==> src/rtl/mario_pkg.sv <==
// Shared types and level geometry for the Mario collision poller.
// Tile encoding, probe directions and the poller FSM states live here.
package mario_pkg;

    typedef logic [2:0] tile_t;

    localparam tile_t TILE_AIR = 3'b000;
    localparam tile_t OOB_TILE = 3'b111;

    localparam logic [9:0] HALF_SIZE = 10'd20;
    localparam logic [9:0] PROBE_GAP = 10'd2;
    localparam logic [9:0] INSET     = 10'd2;

    localparam int TILE_SHIFT      = 4;
    localparam int LEVEL_COLS_LOG2 = 8;
    localparam int LEVEL_ROWS      = 30;
    localparam int ROW_BITS        = 5;

    typedef enum logic [1:0] {UP, DOWN, LEFT, RIGHT} probe_dir_e;

    typedef enum logic [1:0] {IDLE, ISSUE, DRAIN} poller_state_e;

    // A poll reports the first solid tile of its probe pair; the lower index wins.
    function automatic tile_t first_solid(input tile_t a, input tile_t b);
        return (a != TILE_AIR) ? a : b;
    endfunction

endpackage

==> src/rtl/probe_addr_gen.sv <==
// Maps a probe index and the frame snapshot to a tile RAM address,
// flagging probes that fall outside the level horizontally or vertically.
module probe_addr_gen
    import mario_pkg::*;
(
    input  logic [2:0]  idx,
    input  logic [9:0]  x_pos,
    input  logic [9:0]  y_pos,
    input  logic [11:0] scroll,
    output logic [12:0] addr,
    output logic        oob_x,
    output logic        oob_y
);

    localparam logic signed [13:0] X_LIMIT = 14'(1 << (LEVEL_COLS_LOG2 + TILE_SHIFT));
    localparam logic signed [13:0] Y_LIMIT = 14'(LEVEL_ROWS << TILE_SHIFT);

    // 14 bits keeps x + scroll from wrapping at the far right of the level.
    logic signed [13:0] half, gap, inset;
    logic signed [13:0] cx, cy;
    logic signed [13:0] left_x, right_x, top_y, bot_y;
    logic signed [13:0] px, py, wx;

    assign half  = $signed({4'b0, HALF_SIZE});
    assign gap   = $signed({4'b0, PROBE_GAP});
    assign inset = $signed({4'b0, INSET});
    assign cx    = $signed({4'b0, x_pos});
    assign cy    = $signed({4'b0, y_pos});

    assign left_x  = cx - half;
    assign right_x = cx + half - 14'sd1;
    assign top_y   = cy - half;
    assign bot_y   = cy + half - 14'sd1;

    always_comb begin
        px = left_x + inset;
        py = top_y - gap;
        case (idx)
            3'd0: begin px = left_x + inset;  py = top_y - gap;   end
            3'd1: begin px = right_x - inset; py = top_y - gap;   end
            3'd2: begin px = left_x + inset;  py = bot_y + gap;   end
            3'd3: begin px = right_x - inset; py = bot_y + gap;   end
            3'd4: begin px = left_x - gap;    py = top_y + inset; end
            3'd5: begin px = left_x - gap;    py = bot_y - inset; end
            3'd6: begin px = right_x + gap;   py = top_y + inset; end
            3'd7: begin px = right_x + gap;   py = bot_y - inset; end
            default: ;
        endcase
    end

    assign wx    = px + $signed({2'b0, scroll});
    assign oob_x = (wx < 14'sd0) || (wx >= X_LIMIT);
    assign oob_y = (py < 14'sd0) || (py >= Y_LIMIT);
    assign addr  = {py[TILE_SHIFT +: ROW_BITS], wx[TILE_SHIFT +: LEVEL_COLS_LOG2]};

endmodule

==> src/rtl/mario_collision_poller.sv <==
// Once per frame, probes eight points around Mario's box in the tile RAM
// and commits the up/down/left/right polls together with a done pulse.
module mario_collision_poller
    import mario_pkg::*;
(
    input  logic        Clk,
    input  logic        Reset,
    input  logic        frame_clk,
    input  logic [9:0]  Mario_X_Pos,
    input  logic [9:0]  Mario_Y_Pos,
    input  logic [11:0] Scroll_Offset,
    output logic [12:0] tile_addr,
    output logic        tile_rd,
    input  logic [2:0]  tile_data,
    output logic [2:0]  mario_poll_up,
    output logic [2:0]  mario_poll_down,
    output logic [2:0]  mario_poll_left,
    output logic [2:0]  mario_poll_right,
    output logic        poll_done
);

    genvar gi;

    poller_state_e state_reg, state_next;
    logic [2:0]    idx_reg, idx_next;

    logic frame_sync_reg, frame_prev_reg, armed_reg;
    logic start;

    logic [9:0]  x_snap_reg, y_snap_reg;
    logic [11:0] scroll_snap_reg;

    logic [12:0] gen_addr;
    logic        gen_oob_x, gen_oob_y;

    logic        rd_valid_reg, rd_oob_x_reg, rd_oob_y_reg;
    logic [2:0]  rd_idx_reg;
    tile_t       res_in;
    tile_t       res_reg    [8];
    tile_t       res_merged [8];
    tile_t       poll_word  [4];

    tile_t poll_up_reg, poll_down_reg, poll_left_reg, poll_right_reg;
    logic  poll_done_reg;

    // Arming on a raw high level means a reset released while frame_clk is
    // already low cannot masquerade as a falling edge.
    always_ff @(posedge Clk or negedge Reset) begin
        if (!Reset) begin
            frame_sync_reg <= 1'b1;
            frame_prev_reg <= 1'b1;
            armed_reg      <= 1'b0;
        end else begin
            frame_sync_reg <= frame_clk;
            frame_prev_reg <= frame_sync_reg;
            armed_reg      <= armed_reg | frame_clk;
        end
    end

    assign start = armed_reg & frame_prev_reg & ~frame_sync_reg;

    always_ff @(posedge Clk or negedge Reset) begin
        if (!Reset) begin
            state_reg       <= IDLE;
            idx_reg         <= 3'd0;
            x_snap_reg      <= 10'd0;
            y_snap_reg      <= 10'd0;
            scroll_snap_reg <= 12'd0;
        end else begin
            state_reg <= state_next;
            idx_reg   <= idx_next;
            if (state_reg == IDLE && start) begin
                x_snap_reg      <= Mario_X_Pos;
                y_snap_reg      <= Mario_Y_Pos;
                scroll_snap_reg <= Scroll_Offset;
            end
        end
    end

    always_comb begin
        state_next = state_reg;
        idx_next   = idx_reg;
        case (state_reg)
            IDLE: begin
                idx_next = 3'd0;
                if (start) state_next = ISSUE;
            end
            ISSUE: begin
                idx_next = idx_reg + 3'd1;
                if (idx_reg == 3'd7) state_next = DRAIN;
            end
            DRAIN:   state_next = IDLE;
            default: state_next = IDLE;
        endcase
    end

    probe_addr_gen u_probe_addr_gen (
        .idx    (idx_reg),
        .x_pos  (x_snap_reg),
        .y_pos  (y_snap_reg),
        .scroll (scroll_snap_reg),
        .addr   (gen_addr),
        .oob_x  (gen_oob_x),
        .oob_y  (gen_oob_y)
    );

    // Out-of-range probes still read so every sweep has the same latency.
    assign tile_rd   = (state_reg == ISSUE);
    assign tile_addr = tile_rd ? gen_addr : 13'd0;

    always_ff @(posedge Clk or negedge Reset) begin
        if (!Reset) begin
            rd_valid_reg <= 1'b0;
            rd_idx_reg   <= 3'd0;
            rd_oob_x_reg <= 1'b0;
            rd_oob_y_reg <= 1'b0;
        end else begin
            rd_valid_reg <= tile_rd;
            rd_idx_reg   <= idx_reg;
            rd_oob_x_reg <= gen_oob_x;
            rd_oob_y_reg <= gen_oob_y;
        end
    end

    // Off the level sides reads as solid; above or below the level reads as air.
    assign res_in = rd_oob_x_reg ? OOB_TILE :
                    rd_oob_y_reg ? TILE_AIR : tile_data;

    always_ff @(posedge Clk or negedge Reset) begin
        if (!Reset) begin
            for (int i = 0; i < 8; i++) res_reg[i] <= TILE_AIR;
        end else if (rd_valid_reg) begin
            res_reg[rd_idx_reg] <= res_in;
        end
    end

    // Probe 7 is still on tile_data in DRAIN, so the commit sees it bypassed in.
    generate
        for (gi = 0; gi < 8; gi++) begin : g_res
            assign res_merged[gi] = (rd_valid_reg && rd_idx_reg == 3'(gi)) ? res_in : res_reg[gi];
        end
        for (gi = 0; gi < 4; gi++) begin : g_poll
            assign poll_word[gi] = first_solid(res_merged[2*gi], res_merged[2*gi+1]);
        end
    endgenerate

    always_ff @(posedge Clk or negedge Reset) begin
        if (!Reset) begin
            poll_up_reg    <= TILE_AIR;
            poll_down_reg  <= TILE_AIR;
            poll_left_reg  <= TILE_AIR;
            poll_right_reg <= TILE_AIR;
            poll_done_reg  <= 1'b0;
        end else begin
            poll_done_reg <= 1'b0;
            if (state_reg == DRAIN) begin
                poll_up_reg    <= poll_word[UP];
                poll_down_reg  <= poll_word[DOWN];
                poll_left_reg  <= poll_word[LEFT];
                poll_right_reg <= poll_word[RIGHT];
                poll_done_reg  <= 1'b1;
            end
        end
    end

    assign mario_poll_up    = poll_up_reg;
    assign mario_poll_down  = poll_down_reg;
    assign mario_poll_left  = poll_left_reg;
    assign mario_poll_right = poll_right_reg;
    assign poll_done        = poll_done_reg;

endmodule

==> config.mk <==
export PLATFORM = sky130hd
export DESIGN_NAME = mario_collision_poller
export DESIGN_NICKNAME = d
export VERILOG_FILES = /design/src/rtl/mario_pkg.sv /design/src/rtl/probe_addr_gen.sv /design/src/rtl/mario_collision_poller.sv
export SDC_FILE = /design/constraint.sdc
export NUM_CORES = 1
export LEC_CHECK = 0
export CORE_ASPECT_RATIO = 0.5
export CORE_UTILIZATION = 30
export DETAILED_ROUTE_END_ITERATION = 7
export PLACE_DENSITY = 0.46
export SYNTH_ARGS = -nofsm -noshare
export SYNTH_HDL_FRONTEND = slang
export SYNTH_HIERARCHICAL = 1
export SYNTH_SLANG_ARGS = --single-unit
==> constraint.sdc <==
create_clock -name Clk -period 5.35 [get_ports Clk]
set_input_delay 1.07 -clock Clk [delete_from_list [all_inputs] [get_ports Clk]]
set_output_delay 1.07 -clock Clk [all_outputs]
set_load 0.03 [all_outputs]
==> impl_metrics.yaml <==
outcome:
  outcome: "complete, no violations"
synthesis:
  synth_ff_type: "dfrtp_1"
  syn-instance-count: 736
  syn-cell-area_sq_um: 6710
  syn-num-nets: 830
  synthMuxAreaShare_pct: 7.40
  synthSimpleGateAreaFrac_pct: 19.7
  synth_top_family_by_area: "simple AND/OR/NAND/NOR gates"
  yosysSeqAreaShare_pct: 31.0
  synth-adder-area-share_pct: 10.8
  synth_edf_count: 0
  synth_compound_area_share_pct: 18.7
  yosys_warnings: 6
  ys_types: 79
  synth.avg_cell_area_sq_um: 9.12
  async_flop_share_pct: 100
  synthXorXnorAreaFrac_pct: 7.70
  ys_ff_latch: 83
sta:
  setup_viol: 0
  tightestPinTransition_ns: 1.15
  slew_headroom_pct: 23.5
  post-route-period-util_pct: 96.4
  finalHoldViolCount: 0
  report.final.slew_viol_count: 0
  worst_hold_slack_ns: 0.387
  timing.fmax_ghz: 0.194
  final.setup_skew_ns: 0.00747
  period_needed_ns: 5.16
cts:
  clk_pin_slew_worst_paths_ns: 0.07
  clk_latency_ns: 0.36
  clock_sinks: 83
  clock_path_buffers: 2
  cts_tree: "yes"
  clock-root-buffer: "clkbuf_16"
  htree_num_levels: 3
  cts_buffers: 9
die:
  core_sq_um: 21800
  die_h_um: 108
  dieArea_sq_um: 23000
  io_pins: 65
  floorplan.initialDensity_pct: 30.8
  die_x_um: 214
  rows: 38
global_route:
  grt_pass1_wl_mm: 27.7
  antenna_found_initial: 0
  grt.total_usage_pct: 15.4
  grt_pass1_vias: 5517
  overflow: 0
  grt_max_degree: 54
setup_path:
  crit_arrival_ns: 4.09
  crit_fanout: 4
  worstSetupPathType: "flip-flop to output pin"
  critPathLaunchType: "flip-flop"
  cp-end-kind: "output pin"
  required_ns: 4.28
finish:
  largest_reg_flops: 24
  areaGrowthSynthToFinish_pct: 22.2
  diodes: 0
  layout.nets: 900
  drive_gt1_share_pct: 17.5
route:
  dr.pass1.iters: 4
  vias: 5552
  drtAntennaViolNets: 0
  drc_errors: 0
  vias_per_cell: 5.00
  wire_per_inst_um: 14.9
  wl_mm: 16.6
  drt_iter0_drc: 309
placement:
  numPortBuffers: 64
  place_hpwl_mm: 12.3
  gp_congestion: 0.853
worst_hold_path:
  min_path_type: "flip-flop to flip-flop"
flow_run:
  drv_cap: 0
[final timing paths]
kind                                start        endpoint  slack (ns)  depth (start not counted)
hold reg to reg            frame_sync_reg  frame_prev_reg        0.39                          0
max in group asynchronous           Reset      idx_reg[1]        3.65                          2
setup reg to reg            x_snap_reg[2]    rd_oob_x_reg        1.45                         19
min in group asynchronous           Reset       poll_done        0.76                          1
hold / removal             frame_sync_reg  frame_prev_reg        0.39                          0
setup / recovery            x_snap_reg[1]    tile_addr[7]        0.19                         19
[layer usage]
| layer | track usage (%) | part of all wire, % |
|---|---|---|
| met1 | 20.5 | 51 |
| met2 | 24.7 | 45 |
| met3 | 3.79 | 2.9 |
| met4 | 4.03 | 1.2 |
| met5 | 0 | 0 |
[cells by family (layout without fill, tap and decap cells)]
family / after synthesis / after routing
AOI/OAI and AO/OA: 184 / 184
xor gates and xnor gates: 59 / 59
adders and majority gates: 56 / 56
buffers and inverters: 64 / 139
DFF: 83 / 83
muxes: 45 / 45
and+or+nand+nor: 245 / 245
[Yosys cell counts, drive strengths merged, types with 17 or more instances]
library cell	instances	area [sq um]
o21a	17	129
o21ai	31	155
mux2	37	417
nor2	69	264
xnor2	36	315
a21oi	35	175
xor2	23	201
dfrtp	81	2030
and2	20	125
inv	32	120
ha	53	663
nand2	42	158
buf	19	153
[area by class of cell]
class / instances / area (sq um)
Clock buffer: 10 / 239
Clock inverter: 6 / 50.0
Fill cell: 2199 / 13600
Inverter: 33 / 124
Multi-Input combinational cell: 589 / 4490
Sequential cell: 83 / 2080
Tap cell: 300 / 375
Timing Repair Buffer: 90 / 836
[timing repair]
action | CTS | global route
resized for setup | 9 | 43
buffers inserted | 1 | 11
hold buffers | 0 | 0
pin swaps | 1 | 19
setup endpoints to repair | 6 | 8
[worst max-delay path: stages (launching register included)]
cell     delay, ns
dfrtp_2       0.43
inv_2         0.11
ha_4          0.15
a21oi_2       0.05
buf_4         0.13
xnor2_1       0.11
ha_1          0.34
a21oi_2       0.15
nor2b_2       0.06
o311a_1       0.38
o41ai_4       0.34
xor2_1        0.18
a21oi_1       0.09
ha_1          0.33
or2_4         0.25
a21oi_4       0.14
a31oi_4       0.05
xor2_1        0.17
and2_1        0.15
buf_6         0.13
[stage by stage]
stage	setup WS (ns)	std cells	util, %	setup TNS (ns)	area (sq um)
floorplan	0.467	736	-	0	6710
global placement	0.174	1083	34.9	0	7630
detailed placement	0.0558	1083	34.9	0	7630
CTS	-0.0409	1100	36.4	-0.0705	7950
global route	-0.0188	1111	37.6	-0.0280	8200
finish	0.191	1111	37.6	0	8200
[cell usage in the layout, fill, tap and decap left out, drive strengths merged, types with 16 or more instances in the layout]
cell,instances
xnor2,36
nor2,69
and2,20
dfrtp,81
a31oi,16
ha,53
mux2,37
buf,30
inv,33
nand2,42
clkdlybuf4s50,56
o21ai,31
xor2,23
o21a,17
a21oi,35
Power is not shown: default switching activity piles up to over one toggle a cycle in this logic, so the estimate is an artifact.
